===== src/rtl/modbus_tx_sequencer.sv =====
// modbus_tx_sequencer: Modbus RTU response transmitter with on-the-fly CRC-16 and RS-485 DE guard timing.
// Optional TX_CRC_APPEND_EN appends the computed CRC; otherwise the buffer is sent verbatim.
module modbus_tx_sequencer #(
  parameter int CLK_FREQ   = 50000000,
  parameter int BAUD_RATE  = 115200,
  parameter int GUARD_BITS = 1,
  parameter int BUF_AW     = 8
) (
  input  logic              clk_in,
  input  logic              rst_in,
  input  logic              frame_start,
  input  logic [7:0]        frame_len,
  output logic              busy,
  output logic              frame_done,
  output logic [BUF_AW-1:0] buf_addr,
  input  logic [7:0]        buf_rdata,
  output logic              tx_start,
  output logic [7:0]        tx_data,
  input  logic              tx_done,
  output logic              rs485_de,
  output logic [15:0]       crc_out
);
  localparam int GUARD = GUARD_BITS * (CLK_FREQ / BAUD_RATE);
  localparam int CW = $clog2(GUARD + 1);
  typedef enum logic [3:0] {
    IDLE, LEAD, FETCH, RDWAIT, WAIT_DONE, LAG
`ifdef TX_CRC_APPEND_EN
    , CRC_LO, WAIT_LO, CRC_HI, WAIT_HI
`endif
  } state_t;
  state_t state_q, state_d;
  logic [CW-1:0] cnt_q, cnt_d;
  logic [7:0] idx_q, idx_d, len_q, len_d, data_q, data_d;
  logic [15:0] crc_q, crc_d, crc_out_q, crc_out_d;
  logic [BUF_AW-1:0] addr_q, addr_d;
  logic start_q, start_d, done_q, done_d, busy_q, busy_d, de_q, de_d;
  function automatic logic [15:0] crc_upd(input logic [15:0] c, input logic [7:0] d);
    logic [15:0] r;
    r = c ^ {8'h00, d};
    for (int i = 0; i < 8; i++) r = r[0] ? ((r >> 1) ^ 16'hA001) : (r >> 1);
    return r;
  endfunction
  always_ff @(posedge clk_in) begin
    if (rst_in) begin
      state_q   <= IDLE;
      cnt_q     <= '0;
      idx_q     <= '0;
      len_q     <= '0;
      data_q    <= '0;
      crc_q     <= 16'hFFFF;
      crc_out_q <= '0;
      addr_q    <= '0;
      start_q   <= 1'b0;
      done_q    <= 1'b0;
      busy_q    <= 1'b0;
      de_q      <= 1'b0;
    end else begin
      state_q   <= state_d;
      cnt_q     <= cnt_d;
      idx_q     <= idx_d;
      len_q     <= len_d;
      data_q    <= data_d;
      crc_q     <= crc_d;
      crc_out_q <= crc_out_d;
      addr_q    <= addr_d;
      start_q   <= start_d;
      done_q    <= done_d;
      busy_q    <= busy_d;
      de_q      <= de_d;
    end
  end
  always_comb begin
    state_d   = state_q;
    cnt_d     = cnt_q;
    idx_d     = idx_q;
    len_d     = len_q;
    data_d    = data_q;
    crc_d     = crc_q;
    crc_out_d = crc_out_q;
    addr_d    = addr_q;
    start_d   = 1'b0;
    done_d    = 1'b0;
    busy_d    = busy_q;
    de_d      = de_q;
    case (state_q)
      IDLE: if (frame_start && frame_len != 8'd0) begin
        state_d = LEAD;
        len_d   = frame_len;
        idx_d   = '0;
        crc_d   = 16'hFFFF;
        cnt_d   = '0;
        busy_d  = 1'b1;
        de_d    = 1'b1;
      end
      LEAD: begin
        cnt_d = cnt_q + 1'b1;
        if (cnt_q == CW'(GUARD - 1)) begin
          cnt_d   = '0;
          state_d = FETCH;
          addr_d  = BUF_AW'(idx_q);
        end
      end
      FETCH: state_d = RDWAIT;
      RDWAIT: begin
        data_d  = buf_rdata;
        start_d = 1'b1;
        crc_d   = crc_upd(crc_q, buf_rdata);
        state_d = WAIT_DONE;
      end
      WAIT_DONE: if (tx_done) begin
        idx_d = idx_q + 8'd1;
        if ({1'b0, idx_q} + 9'd1 < {1'b0, len_q}) begin
          state_d = FETCH;
          addr_d  = BUF_AW'(idx_q + 8'd1);
        end else begin
`ifdef TX_CRC_APPEND_EN
          state_d = CRC_LO;
`else
          state_d   = LAG;
          crc_out_d = crc_q;
`endif
        end
      end
`ifdef TX_CRC_APPEND_EN
      CRC_LO: begin
        data_d  = crc_q[7:0];
        start_d = 1'b1;
        state_d = WAIT_LO;
      end
      WAIT_LO: state_d = tx_done ? CRC_HI : WAIT_LO;
      CRC_HI: begin
        data_d  = crc_q[15:8];
        start_d = 1'b1;
        state_d = WAIT_HI;
      end
      WAIT_HI: if (tx_done) begin
        state_d   = LAG;
        crc_out_d = crc_q;
      end
`endif
      LAG: begin
        cnt_d = cnt_q + 1'b1;
        if (cnt_q == CW'(GUARD - 1)) begin
          cnt_d   = '0;
          state_d = IDLE;
          busy_d  = 1'b0;
          de_d    = 1'b0;
          done_d  = 1'b1;
        end
      end
      default: state_d = IDLE;
    endcase
  end
  assign busy       = busy_q;
  assign frame_done = done_q;
  assign buf_addr   = addr_q;
  assign tx_start   = start_q;
  assign tx_data    = data_q;
  assign rs485_de   = de_q;
  assign crc_out    = crc_out_q;
endmodule


===== config.mk =====
export PLATFORM = sky130hd
export DESIGN_NAME = modbus_tx_sequencer
export DESIGN_NICKNAME = d
export VERILOG_FILES = /design/src/rtl/modbus_tx_sequencer.sv
export SDC_FILE = /design/constraint.sdc
export NUM_CORES = 1
export LEC_CHECK = 0
export ABC_AREA = 1
export ABC_CLOCK_PERIOD_IN_PS = 3100
export BUFFER_PORTS_ARGS = -buffer_cell sky130_fd_sc_hd__buf_4
export CORE_MARGIN = 2
export CORE_UTILIZATION = 52
export DETAILED_ROUTE_END_ITERATION = 8
export PLACE_DENSITY_LB_ADDON = 0.3
export SYNTH_ARGS = -nofsm -noshare
export SYNTH_HDL_FRONTEND = slang
export SYNTH_SLANG_ARGS = --single-unit

===== constraint.sdc =====
create_clock -name clk_in -period 3.1 [get_ports clk_in]
set_input_delay 0.155 -clock clk_in [delete_from_list [all_inputs] [get_ports clk_in]]
set_output_delay 0.155 -clock clk_in [all_outputs]
set_load 0.03 [all_outputs]

==> flow_summary.yaml, run 1 <==
setup_path:
  worstPathArrival_ns: 2.99
  r2r_cells: 15
  cp.buffers_inverters: 2
  rr_endpoint: "buf_addr[6]$_SDFFE_PP0P_"
  criticalPathCategory: "reg -> reg"
  worstSetupPathDepth: 15
  r2r-start: "idx_q[2]$_SDFFE_PP0P_"
  slowest_stage: "dfxtp_1"
  crit_path_start: "idx_q[2]$_SDFFE_PP0P_"
  crit_family: "simple AND/OR/NAND/NOR gates"
  rrSetupSlack_ns: 0.34
  crit_path_end_kind: "flip-flop"
  critPathMaxStageDelay_ns: 0.42
  critPathRequiredTime_ns: 3.33
  worst_setup_path_start_kind: "flip-flop"
  endpoint: "buf_addr[6]$_SDFFE_PP0P_"
  cpMostUsedCell: "nand2_1"
  cp_max_fo: 11
  path_cells: "inv_1 -> nor3_2 -> nand4_1 -> nor2_1 -> nand2_1 -> and2_1 -> ha_1 -> inv_1 -> o211ai_2 -> nor2_4 -> nand3_2 -> nand2_1 -> nand2_1 -> nand2_1 -> a21oi_1"
logic_synthesis:
  synth_top_area_share_pct: 40.1
  synth_top_cell_by_area: "dfxtp_1"
  synth.distinct_cells: 38
  syn-instance-count: 546
  synth.avg_cell_area_um2: 7.23
  seq_area_frac_synth_pct: 40.1
  yosys-top-cells-area: "dfxtp_1 40%, nand2_1 13%, a21oi_1 6.6%, inv_1 6.2%, o21ai_0 5.1%"
  syn-num-nets: 577
  ys_seq_elements: 79
  ys_warn_count: 0
  synth_area_mm2: 0.00395
route:
  wl_met3_um: 336
  routed_wl_um: 8960
  wl_met2_um: 4500
  drtIter0Drc: 144
  ant_nets: 0
  via_per_inst: 5.14
  post_drt_wl_per_cell_um: 12.8
  wl_met1_um: 3920
  first_pass_iters: 4
  drc: 0
  route.top_layer_used: "met4"
  vias: 3605
timing:
  layout_setup_ws_ns: 0.342
  timing.fmax_mhz: 363
  period_share_pct: 89.0
  setup-tns-final_ns: 0
  worst_pin_slew_ns: 1.00
  skew_ns: 0.00831
  maxSlewViolCount: 0
  maxSlewHeadroom_pct: 33.2
  setup_violations: 0
  hold_viol: 0
  layout_min_cycle_time_ns: 2.76
  rsz0062_at_grt: "no"
cells_and_area:
  drive_above_1_share_pct: 20.4
  fill_cells: 659
  fin_util_pct: 63.0
  num-nets-final: 628
  antenna_cells: 0
  mostFrequentLayoutCells: "140 x nand2_1, 79 x dfxtp_1, 65 x inv_1"
  final_cell_area_mm2: 0.00460
  instances_no_fill: 701
  syn2layout_area_growth_pct: 16.4
  final_common_cell: "nand2_1"
placement:
  io_buffers: 55
  dpl-instance-area_mm2: 0.00439
  dp_hpwl_um: 6760
  dp.cells: 685
  dp_slack_ns: 0.360
  routabilityCongestion: 0.930
status:
  status: "finished, final reports clean"
floorplan:
  die_h_um: 91.1
  coreArea_mm2: 0.00729
  dieArea_mm2: 0.00831
  ios: 56
  die_w_um: 91.1
  initial_core_util_pct: 54.2
  num_rows: 31
clock_tree:
  clock_sinks: 79
  cts.clk_slew.worst_paths_ns: 0.08
  worstSkewPairLatency_ns: 0.36
  ctsResizeCount: 0
  cts_tree: "done"
  clockBufferDepth: 2
  postCtsHoldBufs: 0
  cts_setup_buffers: 0
  cts_root_buf: "clkbuf_8"
  cts_inserted_buffers: 9
  h-tree-depth: 3
power_and_ir_drop:
  power_frac_comb_pct: 30.1
  power.leakage_nw: 2.03
  p_sw_share_pct: 37.0
  p_int_mw: 1.78
  netSwitchingPower_mw: 1.04
  p_seq_share_pct: 42.2
  vdd_drop_max_mv: 0.272
  p_per_area_mw_per_mm2: 613
  clockPowerShare_pct: 27.6
worst_hold_path:
  hold_class: "in -> reg"
  hp-start: "buf_rdata[4]"
global_route:
  grt_pass1_vias: 3492
  grt_pass1_wl_um: 15500
  grt_max_degree: 42
  antenna_found_initial: 0
  globalRouteOverflowTotal: 0
  grtUsageTotal_pct: 22.8
flow_run:
  maxCapViolCount: 0
[area by class of cell]
| cell class | count | area (um2) | area share (%) |
|---|---|---|---|
| Clock buffer | 9 | 124 | 2.69 |
| Clock inverter | 7 | 78.8 | 1.71 |
| Inverter | 75 | 287 | 6.23 |
| Multi-Input combinational cell | 375 | 1970 | 43.0 |
| Sequential cell | 79 | 1580 | 34.4 |
| Tap cell | 99 | 124 | 2.69 |
| Timing Repair Buffer | 57 | 428 | 9.31 |
[through the flow]
stage / power (mW) / hold slack, ns
2_1_floorplan: 1.86 / 0.246
3_3_place_gp: 2.02 / 0.403
3_5_place_dp: 2.06 / 0.413
4_1_cts: 2.83 / 0.0250
5_1_grt: 3.00 / 0.0570
6_report: 2.82 / 0.0303
[worst min path at each step]
| stage | slack [ns] | cells after the start | end |
|---|---|---|---|
| floorplan | 0.25 | 1 | tx_start$_SDFF_PP0_ |
| global placement | 0.40 | 3 | tx_data[4]$_SDFFE_PP0P_ |
| detailed placement | 0.41 | 3 | tx_data[4]$_SDFFE_PP0P_ |
| CTS | 0.03 | 3 | tx_data[4]$_SDFFE_PP0P_ |
| global route | 0.06 | 3 | tx_data[4]$_SDFFE_PP0P_ |
| finish | 0.03 | 3 | tx_data[4]$_SDFFE_PP0P_ |
[state kept, by name (all words and copies together), names as in the netlist]
name,flops
state_q,3
tx_data,8
len_q,8
rs485_de,1
crc_out,16
idx_q,8
crc_q,16
buf_addr,8
cnt_q,9
tx_start,1
frame_done,1
[cell usage after synthesis (all sizes together)]
master,n
o31ai,2
dfxtp,79
nand3b,1
a21oi,62
o211ai,1
buf,8
nand2,153
nor4,3
nand3,32
clkbuf,9
a31oi,1
and2,1
or2,1
nor2,33
ha,11
inv,75
nand4,4
o21ai,44
o32ai,7
o21bai,2
xor2,6
nor3,7
xnor2,3
and3,1
[worst min-delay path: cells and delay by family]
kind                   cells  cell delay, ns
and+or+nand+nor            2            0.12
buffers and inverters      1            0.09
[power by group through the flow]
stage               Sequential (mW)  Clock, mW  Combinational, mW
CTS                            1.19      0.791              0.847
detailed placement             1.21          0              0.845
finish                         1.19      0.779              0.850
global placement               1.21          0              0.814
floorplan                      1.25          0              0.610
global route                   1.21      0.829              0.960
[cells by family (layout without fill, tap and decap cells)]
family	count (synthesis)	count (layout)	synth area share [%]
AOI/OAI and AO/OA	119	119	17.2
xor gates and xnor gates	9	9	2.00
adders and majority gates	11	11	3.49
buffers and inverters	92	148	9.95
DFF	79	79	40.1
and+or+nand+nor	236	236	27.3
[metal layers]
metal	vias to the layer above	GRT usage (%)
met5	-	0
li1	1878	-
met4	0	9.72
met3	15	3.65
met1	1645	26.5
met2	67	41.2
No activity file was read; power rests on OpenSTA's default activity.
==> inputs of run 2 (changes only) <==
--- a/config.mk
+++ b/config.mk
@@ -7,7 +7,7 @@
 export LEC_CHECK = 0
 export ABC_AREA = 1
 export ABC_CLOCK_PERIOD_IN_PS = 3100
-export BUFFER_PORTS_ARGS = -buffer_cell sky130_fd_sc_hd__buf_4
+export BUFFER_PORTS_ARGS = -buffer_cell sky130_fd_sc_hd__buf_2
 export CORE_MARGIN = 2
 export CORE_UTILIZATION = 52
 export DETAILED_ROUTE_END_ITERATION = 8
==> run 2 against run 1 <==
  * Count of clock-buffer cells in the layout rose by 1
  * First-iteration DRC count rose by 18%
  * Global-route usage barely moved
  * Maximum frequency rose by 0.24%
  * Clock skew rose by 0.0071 ns
  * Cell area fell by 3.0%
  * Critical path depth did not move
  * Register-to-register slack barely moved
  * Worst hold slack improved by 0.016 ns
  * Power fell by 1.5%
  * Routed wire length fell by 0.46%
  * Final cell count rose by 0.14%
  * Largest power group unchanged
==> flow_summary.yaml, run 2 (synthesized netlist as in run 1, its figures left out) <==
timing:
  hold_viol: 0
  setup-tns-final_ns: 0
  maxSlewViolCount: 0
  rsz0062_at_grt: "no"
  setup_violations: 0
  maxSlewHeadroom_pct: 31.4
  period_share_pct: 88.8
  skew_ns: 0.0154
  whs_ns: 0.0466
  timing.fmax_mhz: 363
  worst_pin_slew_ns: 1.03
  layout_min_cycle_time_ns: 2.75
  layout_setup_ws_ns: 0.348
floorplan:
  num_rows: 31
  initial_core_util_pct: 54.2
  die_w_um: 91.1
  coreArea_mm2: 0.00729
  ios: 56
  die_h_um: 91.1
  dieArea_mm2: 0.00831
route:
  via_per_inst: 5.16
  vias: 3621
  drtIter0Drc: 170
  routed_wl_um: 8920
  drc: 0
  first_pass_iters: 4
  ant_nets: 0
  post_drt_wl_per_cell_um: 12.7
global_route:
  grt_pass1_vias: 3325
  grtUsageTotal_pct: 22.8
  grt_max_degree: 41
  globalRouteOverflowTotal: 0
  antenna_found_initial: 0
  grt_pass1_wl_um: 15300
power_and_ir_drop:
  power.leakage_nw: 2.01
  vdd_drop_max_mv: 0.292
  p_per_area_mw_per_mm2: 623
setup_path:
  criticalPathCategory: "reg -> reg"
  crit_family: "simple AND/OR/NAND/NOR gates"
  slowest_stage: "dfxtp_1"
  cp_max_fo: 11
  critPathRequiredTime_ns: 3.33
  worst_setup_path_start_kind: "flip-flop"
  path_cells: "inv_1 -> nor3_2 -> nand4_1 -> nor2_1 -> nand2_1 -> and2_1 -> ha_1 -> inv_1 -> o211ai_2 -> nor2_4 -> nand3_2 -> nand2_1 -> nand2_1 -> nand2_1 -> a21oi_1"
  cp.buffers_inverters: 2
  cpMostUsedCell: "nand2_1"
  crit_path_end_kind: "flip-flop"
  critPathMaxStageDelay_ns: 0.38
  worstPathArrival_ns: 2.98
placement:
  dp.cells: 686
  io_buffers: 55
  routabilityCongestion: 0.918
  dp_slack_ns: 0.363
  dp_hpwl_um: 6630
clock_tree:
  cts_root_buf: "clkbuf_8"
  h-tree-depth: 3
  postCtsHoldBufs: 0
  cts.clk_slew.worst_paths_ns: 0.08
  cts_inserted_buffers: 9
  cts_tree: "done"
  cts_setup_buffers: 0
  clock_sinks: 79
  ctsResizeCount: 0
  worstSkewPairLatency_ns: 0.36
  clockBufferDepth: 2
cells_and_area:
  drive_above_1_share_pct: 20.4
  fin_util_pct: 61.2
  antenna_cells: 0
  syn2layout_area_growth_pct: 12.9
  num-nets-final: 629
  mostFrequentLayoutCells: "140 x nand2_1, 79 x dfxtp_1, 65 x inv_1"
  instances_no_fill: 702
  fill_cells: 692
  final_common_cell: "nand2_1"
flow_run:
  maxCapViolCount: 0
worst_hold_path:
  hold_class: "in -> reg"
status:
  status: "finished, final reports clean"
run 2: layout make-up:
| cell class | count | area, um2 | share of cell area, % |
|---|---|---|---|
| flip-flops and latches | 79 | 1580 | 35.5 |
| repair buffers | 58 | 298 | 6.68 |
| well taps | 99 | 124 | 2.78 |
| inverters | 75 | 287 | 6.43 |
| multi-input cells | 375 | 1970 | 44.3 |
| clock inverters | 6 | 67.6 | 1.52 |
| clock buffers | 10 | 128 | 2.86 |
run 2: final timing paths:
path,startpoint,end,slack (ns),cells after the start
max,idx_q[0]$_SDFFE_PP0P_,buf_addr[4]$_SDFFE_PP0P_,0.35,15
min,buf_rdata[4],tx_data[4]$_SDFFE_PP0P_,0.05,3
max reg2reg,idx_q[0]$_SDFFE_PP0P_,buf_addr[4]$_SDFFE_PP0P_,0.35,15
min reg2reg,buf_addr[6]$_SDFFE_PP0P_,buf_addr[6]$_SDFFE_PP0P_,0.46,2
run 2: report_power, final:
part           internal, mW  switching, mW
logic                 0.262          0.558
registers              1.11         0.0777
clock network         0.376          0.391
total                  1.75           1.03
run 2: worst reg2reg max path, stage by stage (launching register included):
cell      delay, ns
dfxtp_1        0.38
inv_1          0.10
nor3_2         0.27
nand4_1        0.18
nor2_1         0.12
nand2_1        0.07
and2_1         0.16
ha_1           0.30
inv_1          0.07
o211ai_2       0.11
nor2_4         0.13
nand3_2        0.07
nand2_1        0.26
nand2_1        0.21
nand2_1        0.13
a21oi_1        0.07
run 2: metal layers:
layer | track usage (%) | vias to the layer above | share of wire, %
met5 | 0 | - | 0
met4 | 8.84 | 0 | 1.7
met3 | 4.07 | 11 | 3.2
met2 | 39.5 | 75 | 50
met1 | 28.0 | 1659 | 45
li1 | - | 1876 | -
run 2: per-stage QoR:
stage,instance area [um2],power (mW)
6_report,4460,2.78
5_1_grt,4460,2.96
4_1_cts,4460,2.80
3_5_place_dp,4260,2.03
3_3_place_gp,4260,2.00
2_1_floorplan,3950,1.86
